--- src/rtl/vga_pkg.sv ---
// vga_pkg: shared 640x480@60 timing constants and coordinate type.
// Used by the VGA timing generator and its wrap counters.
package vga_pkg;

  typedef logic [9:0] coord_t;

  localparam int DEF_H_ACTIVE = 640;
  localparam int DEF_H_FRONT  = 16;
  localparam int DEF_H_SYNC   = 96;
  localparam int DEF_H_BACK   = 48;

  localparam int DEF_V_ACTIVE = 480;
  localparam int DEF_V_FRONT  = 10;
  localparam int DEF_V_SYNC   = 2;
  localparam int DEF_V_BACK   = 33;

  localparam logic DEF_SYNC_POL = 1'b0;

  localparam int DEF_H_TOTAL =
    DEF_H_ACTIVE + DEF_H_FRONT +
    DEF_H_SYNC + DEF_H_BACK;
  localparam int DEF_V_TOTAL =
    DEF_V_ACTIVE + DEF_V_FRONT +
    DEF_V_SYNC + DEF_V_BACK;

  localparam int DEF_HS_START =
    DEF_H_ACTIVE + DEF_H_FRONT;
  localparam int DEF_HS_END =
    DEF_HS_START + DEF_H_SYNC;
  localparam int DEF_VS_START =
    DEF_V_ACTIVE + DEF_V_FRONT;
  localparam int DEF_VS_END =
    DEF_VS_START + DEF_V_SYNC;

endpackage

--- src/rtl/vga_timing_gen_counter.sv ---
// vga_wrap_counter: enabled up-counter that returns to zero after
// reaching its last value, flagging the wrap combinationally.
module vga_wrap_counter
  import vga_pkg::*;
(
  input  logic   clk,
  input  logic   reset,
  input  logic   en,
  input  coord_t last,
  output coord_t count,
  output logic   wrap
);

  assign wrap = en && (count == last);

  always_ff @(posedge clk or posedge reset) begin
    if (reset) begin
      count <= '0;
    end else if (en) begin
      count <= wrap ? '0 : count + coord_t'(1);
    end
  end

endmodule

--- src/rtl/vga_timing_gen.sv ---
// vga_timing_gen: VGA sync/position generator on the system clock,
// advancing one pixel per rising edge of the sampled clk25 input.
module vga_timing_gen
  import vga_pkg::*;
#(
  parameter int   H_ACTIVE = DEF_H_ACTIVE,
  parameter int   H_FRONT  = DEF_H_FRONT,
  parameter int   H_SYNC   = DEF_H_SYNC,
  parameter int   H_BACK   = DEF_H_BACK,
  parameter int   V_ACTIVE = DEF_V_ACTIVE,
  parameter int   V_FRONT  = DEF_V_FRONT,
  parameter int   V_SYNC   = DEF_V_SYNC,
  parameter int   V_BACK   = DEF_V_BACK,
  parameter logic SYNC_POL = DEF_SYNC_POL
) (
  input  logic   clk,
  input  logic   reset,
  input  logic   clk25,
  output logic   pix_tick,
  output logic   hsync,
  output logic   vsync,
  output logic   video_on,
  output coord_t pixel_x,
  output coord_t pixel_y,
  output logic   frame_start
);

  localparam int H_TOTAL =
    H_ACTIVE + H_FRONT + H_SYNC + H_BACK;
  localparam int V_TOTAL =
    V_ACTIVE + V_FRONT + V_SYNC + V_BACK;

  localparam coord_t H_LAST = coord_t'(H_TOTAL - 1);
  localparam coord_t V_LAST = coord_t'(V_TOTAL - 1);
  localparam coord_t H_VIS  = coord_t'(H_ACTIVE);
  localparam coord_t V_VIS  = coord_t'(V_ACTIVE);

  localparam coord_t HS_START =
    coord_t'(H_ACTIVE + H_FRONT);
  localparam coord_t HS_END =
    coord_t'(H_ACTIVE + H_FRONT + H_SYNC);
  localparam coord_t VS_START =
    coord_t'(V_ACTIVE + V_FRONT);
  localparam coord_t VS_END =
    coord_t'(V_ACTIVE + V_FRONT + V_SYNC);

  logic   clk25_q;
  logic   tick_i;
  coord_t h_cnt;
  coord_t v_cnt;
  logic   h_wrap;
  logic   v_wrap;
  logic   hs_on;
  logic   vs_on;
  logic   vis;

  always_ff @(posedge clk or posedge reset) begin
    if (reset) begin
      clk25_q <= 1'b0;
    end else begin
      clk25_q <= clk25;
    end
  end

  assign tick_i = clk25 & ~clk25_q;

  vga_wrap_counter u_h (
    .clk   (clk),
    .reset (reset),
    .en    (tick_i),
    .last  (H_LAST),
    .count (h_cnt),
    .wrap  (h_wrap)
  );

  // v only moves on the tick that ends a line
  vga_wrap_counter u_v (
    .clk   (clk),
    .reset (reset),
    .en    (h_wrap),
    .last  (V_LAST),
    .count (v_cnt),
    .wrap  (v_wrap)
  );

  always_comb begin
    hs_on = (h_cnt >= HS_START) && (h_cnt < HS_END);
    vs_on = (v_cnt >= VS_START) && (v_cnt < VS_END);
    vis   = (h_cnt < H_VIS) && (v_cnt < V_VIS);
  end

  always_ff @(posedge clk or posedge reset) begin
    if (reset) begin
      pix_tick    <= 1'b0;
      hsync       <= ~SYNC_POL;
      vsync       <= ~SYNC_POL;
      video_on    <= 1'b0;
      pixel_x     <= '0;
      pixel_y     <= '0;
      frame_start <= 1'b0;
    end else begin
      pix_tick    <= tick_i;
      hsync       <= hs_on ? SYNC_POL : ~SYNC_POL;
      vsync       <= vs_on ? SYNC_POL : ~SYNC_POL;
      video_on    <= vis;
      pixel_x     <= h_cnt;
      pixel_y     <= v_cnt;
      frame_start <= v_wrap;
    end
  end

endmodule

--- config.mk ---
export PLATFORM = sky130hd
export DESIGN_NAME = vga_timing_gen
export DESIGN_NICKNAME = d
export VERILOG_FILES = /design/src/rtl/vga_pkg.sv /design/src/rtl/vga_timing_gen_counter.sv /design/src/rtl/vga_timing_gen.sv
export SDC_FILE = /design/constraint.sdc
export NUM_CORES = 1
export LEC_CHECK = 0
export ABC_AREA = 1
export BUFFER_PORTS_ARGS = -buffer_cell sky130_fd_sc_hd__buf_2
export CAP_MARGIN = 15
export CELL_PAD_IN_SITES_DETAIL_PLACEMENT = 0
export CELL_PAD_IN_SITES_GLOBAL_PLACEMENT = 1
export CORE_MARGIN = 2
export CORE_UTILIZATION = 41
export CTS_BUF_LIST = sky130_fd_sc_hd__clkbuf_8
export DETAILED_ROUTE_END_ITERATION = 8
export PLACE_DENSITY = 0.86
export REMOVE_ABC_BUFFERS = 1
export SYNTH_ARGS = -nofsm -noshare
export SYNTH_HDL_FRONTEND = slang
export SYNTH_SLANG_ARGS = --single-unit
--- constraint.sdc ---
create_clock -name clk -period 2.15 [get_ports clk]
set_input_delay 0 -clock clk [delete_from_list [all_inputs] [get_ports clk]]
set_output_delay 0 -clock clk [all_outputs]
set_load 0.01 [all_outputs]
==> out/results.tsv, run 1 <==
metric	value	unit
syn_area	0.00192	sq mm
drc	0	
cts-resized-gates	0	
die_area	0.00524	sq mm
cts_max_level	2	
vias	1355	
path_cells	ha_1 -> nand3_1 -> nor2_2 -> inv_1 -> nor2_4 -> inv_2 -> o21ai_0 -> a21oi_1	
grt_pass1_vias	1278	
vias_per_cell	4.80	
seqPwrFrac	54.7	%
clock_skew	0.00443	ns
core_area	0.00441	sq mm
hold_violations	0	
tightest_slew	0.905	ns
nets	237	
tritoncts	built	
pre_cts_ws	0.648	ns
cpMaxStageDelayCell	dfrtp_1	
grt_usage	14.5	%
power_density	922	mW/mm^2
crit_required	2.34	ns
cts_buffers	5	
setup_tns	0	ns
switchingPower	0.000598	W
wl	3.32	mm
synth_seq_area_share	60.2	%
grt_antenna_before_repair	0	
power_frac_clock	29.7	%
clk_latency	0.30	ns
row_count	24	
drt_iter0_drc	88	
synth_compound_area_share	4.64	%
synth_cell_type_count	26	
switching_share	29.0	%
fmax	664	MHz
p_int	0.00147	W
hpwl	2.32	mm
cp-end-kind	register	
ant_nets	0	
finalCritPeriodShare	70.1	%
worst_slack	0.643	ns
final_cell_mix	dfrtp_1, nand2_1, buf_2	
pwr-share-comb	15.6	%
wire_per_inst	11.8	um
clock-sinks	46	
design_area	0.00224	sq mm
rsz0062_at_grt	false	
max-cap-violations	0	
synth_edf_count	0	
maxSlewViolCount	0	
clk_path_buf_depth	2	
outcome	finished, final reports clean	
worst-path-buf-inv	2	
port_buffers	27	
min_period	1.51	ns
gp_congestion	0.836	
crit_family	simple AND/OR/NAND/NOR gates	
setup_viol	0	
dpl_cell_area	0.00211	sq mm
crit_arrival	1.69	ns
clk_pin_slew	0.08	ns
vdd_drop_max	341	uV
num_io_pins	28	
chipHeight	72.4	um
hold_class	primary input to register	
area_growth	16.9	%
final_common_cell	dfrtp_1	
synthFlopType	dfrtp_1	
startpoint_type	register	
synth_mux_area_share	0	%
synth_top_family_by_area	simple AND/OR/NAND/NOR gates	
initial_core_util	43.4	%
grt_pass1_wl	5.79	mm
grt_max_degree	47	
ys.warnings.count	0	
grt_overflow	0	
layout-drive-gt1-share	20.4	%
clock_tree.root_cell	clkbuf_8	
ys_ff_latch	46	
synthArstFlopShare	100	%
syn_avg_cell_area	9.87	sq um
slew-limit-headroom	39.6	%
drtPass1Iterations	4	
crit_fanout	8	
synthSimpleGateAreaFrac	23.3	%
crit_path_max_incr_delay	0.39	ns
p_leak	1.09	nW
synthCells	194	
synth_adder_area_share	3.27	%
critical_path_class	register to register	
synth_xor_area_share	2.74	%
dieWidth	72.4	um
antenna_cells	0	
what timing repair did:
action                    4_1_cts  5_1_grt
hold buffers                    2        0
buffers inserted                0        0
hold endpoints to repair       45        0
kinds of logic (layout without fill, tap and decap cells):
group / count (synthesis) / count (layout)
flip-flops: 46 / 46
adder cells (fa/ha/maj): 5 / 5
XOR/XNOR: 6 / 6
AND/OR/NAND/NOR: 91 / 91
AO/OA/AOI/OAI: 16 / 16
buffers and inverters: 30 / 66
cell usage after synthesis, types with 2 or more instances:
library cell | instances | area, sq um
a21oi_1 | 2 | 10.0
dfrtp_1 | 44 | 1100
dfstp_2 | 2 | 52.6
ha_1 | 5 | 62.6
inv_1 | 25 | 93.8
inv_2 | 3 | 11.3
nand2_1 | 35 | 131
nand3_1 | 20 | 100
nand4_1 | 4 | 25.0
nor2_1 | 17 | 63.8
nor2_4 | 2 | 22.5
nor3_1 | 6 | 30.0
nor4_1 | 2 | 12.5
o21ai_0 | 11 | 55.1
xor2_1 | 5 | 43.8
path summary, 6_finish.rpt:
path	startpoint	end	slack, ns	depth (start not counted)
setup / recovery	u_h.count[1]	u_h.count[5]	0.64	8
max in group asynchronous	reset	pixel_y[1]	1.14	3
min in group asynchronous	reset	clk25_q	0.44	3
hold reg to reg	u_h.count[0]	pixel_x[0]	0.41	0
setup reg to reg	u_h.count[1]	u_h.count[5]	0.64	8
hold / removal	clk25	clk25_q	0.36	2
metrics by stage:
stage               cells  util (%)  power, W  hold WS (ns)
floorplan             193         -   0.00134        0.0314
global placement      272      47.8   0.00146         0.135
detailed placement    272      47.8   0.00147         0.138
CTS                   282      50.7   0.00209         0.357
global route          282      50.7   0.00219         0.375
finish                282      50.7   0.00206         0.363
area by class of cell:
type                    count  area, sq um
inverters                  29          109
well taps                  52         65.1
flip-flops and latches     46         1150
clock inverters             3         37.5
multi-input cells         118          649
clock buffers               5         68.8
fillers                   397         2180
repair buffers             29          155
power groups by stage:
| stage | logic, W | clock network, W | registers, W |
|---|---|---|---|
| finish | 0.000322 | 0.000612 | 0.00113 |
| global placement | 0.000316 | 0 | 0.00115 |
| CTS | 0.000328 | 0.000629 | 0.00113 |
| global route | 0.000368 | 0.000668 | 0.00115 |
| detailed placement | 0.000324 | 0 | 0.00115 |
| floorplan | 0.000183 | 0 | 0.00116 |
flip-flops by register name, indices dropped and copies added (netlist names):
register	cells
video_on	1
pixel_x	10
pix_tick	1
u_h.count	10
hsync	1
pixel_y	10
u_v.count	10
vsync	1
frame_start	1
clk25_q	1
layer usage:
layer | share of wire, % | up-vias | wire length (um) | global-route usage (%)
met5 | 0 | - | 0 | 0
met4 | 2.0 | 0 | 65 | 6.92
met3 | 5.3 | 5 | 176 | 4.03
met2 | 43 | 33 | 1430 | 21.0
met1 | 50 | 625 | 1640 | 20.0
li1 | - | 692 | - | -
No activity file was read; power rests on OpenSTA's default activity.
==> run 2, diff against run 1 <==
==> constraint.sdc (replaced) <==
create_clock -name clk -period 1.54 [get_ports clk]
set_input_delay 0 -clock clk [delete_from_list [all_inputs] [get_ports clk]]
set_output_delay 0 -clock clk [all_outputs]
set_load 0.01 [all_outputs]
==> run 2 against run 1 <==
Against the previous run: via count is 4.0% higher; power is 39% higher; first-iteration DRC count is 8.0% lower; sequential power is 35% higher; final cell count is 4.6% higher; clock skew is 0.0059 ns higher; fmax is 5.8% higher; wire length is 4.2% higher; global-route usage is 0.22 points higher; critical path type unchanged; critical endpoint is now u_v.count[4].
==> out/results.tsv, run 2 (synthesis gave the netlist of run 1 again) <==
metric	value	unit
outcome	finished, final reports clean	
slew-limit-headroom	73.8	%
drtPass1Iterations	4	
crit_fanout	10	
cts_buffers	5	
grt_pass1_wl	5.80	mm
final_cell_mix	dfrtp_1, nand2_1, buf_2	
wire_per_inst	11.7	um
nets	250	
die_area	0.00524	sq mm
initial_core_util	43.4	%
tritoncts	built	
clk_path_buf_depth	2	
startpoint_type	register	
grt_antenna_before_repair	0	
antenna_cells	0	
crit_required	1.72	ns
rsz0062_at_grt	false	
power_density	1230	mW/mm^2
critical_path_class	register to register	
hpwl	2.46	mm
gp_congestion	0.860	
dieWidth	72.4	um
min_period	1.42	ns
reg2reg_slack	0.12	ns
setup_viol	0	
p_leak	1.15	nW
final_common_cell	dfrtp_1	
hold_class	primary input to async pin	
hold_violations	0	
port_buffers	27	
clock_tree.root_cell	clkbuf_8	
clock_skew	0.0103	ns
dp.cells	281	
num_io_pins	28	
cts_max_level	2	
drc	0	
maxSlewViolCount	0	
finalCritPeriodShare	92.5	%
clock-sinks	46	
tightest_slew	0.393	ns
layout.cells.non_filler	295	
grt_pass1_vias	1286	
vias	1409	
setup_tns	0	ns
grt_max_degree	29	
wl	3.46	mm
fmax	702	MHz
vias_per_cell	4.78	
vdd_drop_max	402	uV
drt_iter0_drc	81	
core_area	0.00441	sq mm
grt_usage	14.7	%
row_count	24	
clk_latency	0.29	ns
area_growth	22.4	%
cp-end-kind	register	
ant_nets	0	
layout-drive-gt1-share	26.7	%
max-cap-violations	0	
crit_arrival	1.60	ns
grt_overflow	0	
chipHeight	72.4	um
clk_pin_slew	0.08	ns
[run 2: final timing paths]
path	from	to	depth (start not counted)
worst max-delay path	u_h.count[0]	u_v.count[4]	8
worst min-delay path	reset	u_h.count[4]	3
worst max register to register	u_h.count[0]	u_v.count[4]	8
worst min register to register	u_h.count[0]	pixel_x[0]	0
max in group asynchronous	reset	vsync	4
min in group clk	clk25	clk25_q	2
[run 2: area by class of cell]
class / instances / area [sq um]
Multi-Input combinational cell: 118 / 661
Clock buffer: 6 / 82.6
Fill cell: 403 / 2070
Inverter: 29 / 109
Clock inverter: 2 / 8.76
Timing Repair Buffer: 42 / 265
Sequential cell: 46 / 1150
Tap cell: 52 / 65.1
[run 2: layer usage]
layer	GRT usage (%)	vias to the layer above	routed length, um
met5	0	-	0
met2	21.6	33	1550
met3	3.33	4	137
li1	-	716	-
met4	6.92	0	48
met1	20.6	656	1720
[run 2: power breakdown]
group / internal (W) / total, W / switching [W]
clock network: 0.000356 / 0.000733 / 0.000377
logic: 0.000264 / 0.000622 / 0.000358
registers: 0.00140 / 0.00152 / 0.000122
total: 0.00202 / 0.00287 / 0.000857
[run 2: timing repair]
action | in CTS | in global routing
hold buffers | 2 | 0
buffers inserted | 0 | 4
hold endpoints to repair | 18 | 0
setup endpoints to repair | 0 | 11
resized for setup | 0 | 5
[run 2: per-stage QoR]
step	setup WS [ns]	total power [W]	util, %	hold WS, ns	instance area [sq um]
global placement	0.140	0.00212	49.7	0.00688	2190
floorplan	0.207	0.00187	-	0.0314	1910
global route	0.00504	0.00305	53.1	0.278	2340
detailed placement	0.0714	0.00212	49.7	0.00907	2190
finish	0.116	0.00287	53.1	0.235	2340
CTS	0.0655	0.00286	52.2	0.236	2300
[run 2: worst max-delay path, cell delays in order (launching register included)]
cell,delay [ns]
dfrtp_1,0.37
ha_2,0.20
nand2_1,0.05
nor2_1,0.18
nand4_4,0.15
nor2_8,0.17
inv_2,0.08
nand2_1,0.06
nand2_1,0.05
==> run 3, diff against run 2 <==
--- a/config.mk
+++ b/config.mk
@@ -14,7 +14,7 @@
 export CORE_UTILIZATION = 41
 export CTS_BUF_LIST = sky130_fd_sc_hd__clkbuf_8
 export DETAILED_ROUTE_END_ITERATION = 8
-export PLACE_DENSITY = 0.86
+export PLACE_DENSITY_LB_ADDON = 0.1
 export REMOVE_ABC_BUFFERS = 1
 export SYNTH_ARGS = -nofsm -noshare
 export SYNTH_HDL_FRONTEND = slang
==> run 3 against run 2 <==
Against the previous run: final cell count increased by 1.7%; clock power increased by 17%; wire length up 13%; fmax is 2.2% lower; via count is 1.6% higher; critical path type unchanged.
==> out/results.tsv, run 3 (synthesis gave the netlist of run 1 again) <==
metric	value	unit
outcome	finished, final reports clean	
hpwl	2.72	mm
cpMaxStageDelayCell	dfrtp_1	
whs	0.289	ns
area_growth	26.3	%
power_density	1260	mW/mm^2
clock_tree.root_cell	clkbuf_8	
grt_usage	15.9	%
drtPass1Iterations	4	
die_area	0.00524	sq mm
dpl_cell_area	0.00219	sq mm
gp_congestion	0.769	
design_area	0.00242	sq mm
wl	3.90	mm
row_count	24	
antenna_cells	0	
cts_buffers	5	
drc	0	
max-cap-violations	0	
p_leak	1.18	nW
num_io_pins	28	
hold_violations	0	
cts_max_level	2	
power	0.00304	W
grt_max_degree	27	
wire_per_inst	13.0	um
crit_arrival	1.63	ns
initial_core_util	43.4	%
critical_path_class	register to register	
chipHeight	72.4	um
slew-limit-headroom	78.7	%
setup_viol	0	
ant_nets	0	
nets	255	
vias_per_cell	4.77	
min_period	1.46	ns
final_cell_mix	dfrtp_1, nand2_1, buf_2	
final_common_cell	dfrtp_1	
tightest_slew	0.319	ns
grt_pass1_wl	6.43	mm
startpoint_type	register	
tritoncts	built	
crit_fanout	8	
cpMostUsedCell	inv_2	
hold_class	primary input to async pin	
clk_path_buf_depth	2	
vdd_drop_max	557	uV
crit_required	1.72	ns
finalCritPeriodShare	94.5	%
dieWidth	72.4	um
fmax	687	MHz
clk_pin_slew	0.08	ns
cp-end-kind	register	
port_buffers	27	
layout-drive-gt1-share	28.6	%
grt_antenna_before_repair	0	
clock_skew	0.00250	ns
setup_tns	0	ns
crit_path_max_incr_delay	0.42	ns
vias	1431	
maxSlewViolCount	0	
path_cells	ha_4 -> nand3_2 -> nor2_2 -> inv_2 -> nor2_4 -> inv_2 -> o21ai_1 -> a21oi_1	
drt_iter0_drc	109	
grt_pass1_vias	1371	
grt_overflow	0	
clk_latency	0.28	ns
clock-sinks	46	
core_area	0.00441	sq mm
-- run 3: final cells by class --
| class | instances | area, sq um |
|---|---|---|
| clock buffer | 5 | 68.8 |
| sequential | 46 | 1150 |
| multi-input combinational | 118 | 687 |
| clock inverter | 3 | 37.5 |
| inverter | 29 | 109 |
| timing repair buffer | 47 | 298 |
| tap | 52 | 65.1 |
| fill | 401 | 2000 |
-- run 3: final timing paths --
kind / end / cells past startpoint / slack (ns) / start
setup reg to reg: u_h.count[5] / 8 / 0.08 / u_h.count[0]
hold / removal: u_v.count[0] / 4 / 0.29 / reset
hold reg to reg: pixel_x[9] / 0 / 0.45 / u_h.count[9]
max in group asynchronous: vsync / 4 / 0.93 / reset
setup / recovery: u_h.count[5] / 8 / 0.08 / u_h.count[0]
min in group clk: clk25_q / 2 / 0.41 / clk25
-- run 3: timing repair --
action / 4_1_cts / 5_1_grt
hold buffers: 2 / 0
endpoints found under the hold margin: 45 / 0
setup buffers: 0 / 9
endpoints found under the setup margin: 0 / 13
resized for setup: 0 / 16
-- run 3: metrics by stage --
stage	utilization, %	instances	worst slack, ns
6_report	54.8	300	0.0840
5_1_grt	54.8	300	-0.0372
4_1_cts	52.4	292	0.0247
3_5_place_dp	49.5	282	0.0430
3_3_place_gp	49.5	282	0.0953
2_1_floorplan	-	193	0.207
-- run 3: routing by layer --
layer | track usage [%] | part of all wire, % | vias to the layer above
li1 | - | - | 726
met1 | 23.6 | 51 | 668
met2 | 23.0 | 44 | 35
met3 | 4.44 | 4.6 | 2
met4 | 3.56 | 0.44 | 0
met5 | 0 | 0 | -
-- run 3: worst max-delay path, delay by kind of cell (launching register included) --
family | cells | cell delay [ns]
AOI/OAI and AO/OA | 2 | 0.13
adders and majority gates | 1 | 0.18
DFF | 1 | 0.42
buffers and inverters | 2 | 0.16
and+or+nand+nor | 3 | 0.45
-- run 3: where the power goes --
part           internal (W)  total, W  switching, W
Combinational      0.000272  0.000638      0.000366
Sequential          0.00140   0.00154      0.000146
Clock              0.000473  0.000854      0.000381
Total               0.00214   0.00304      0.000894
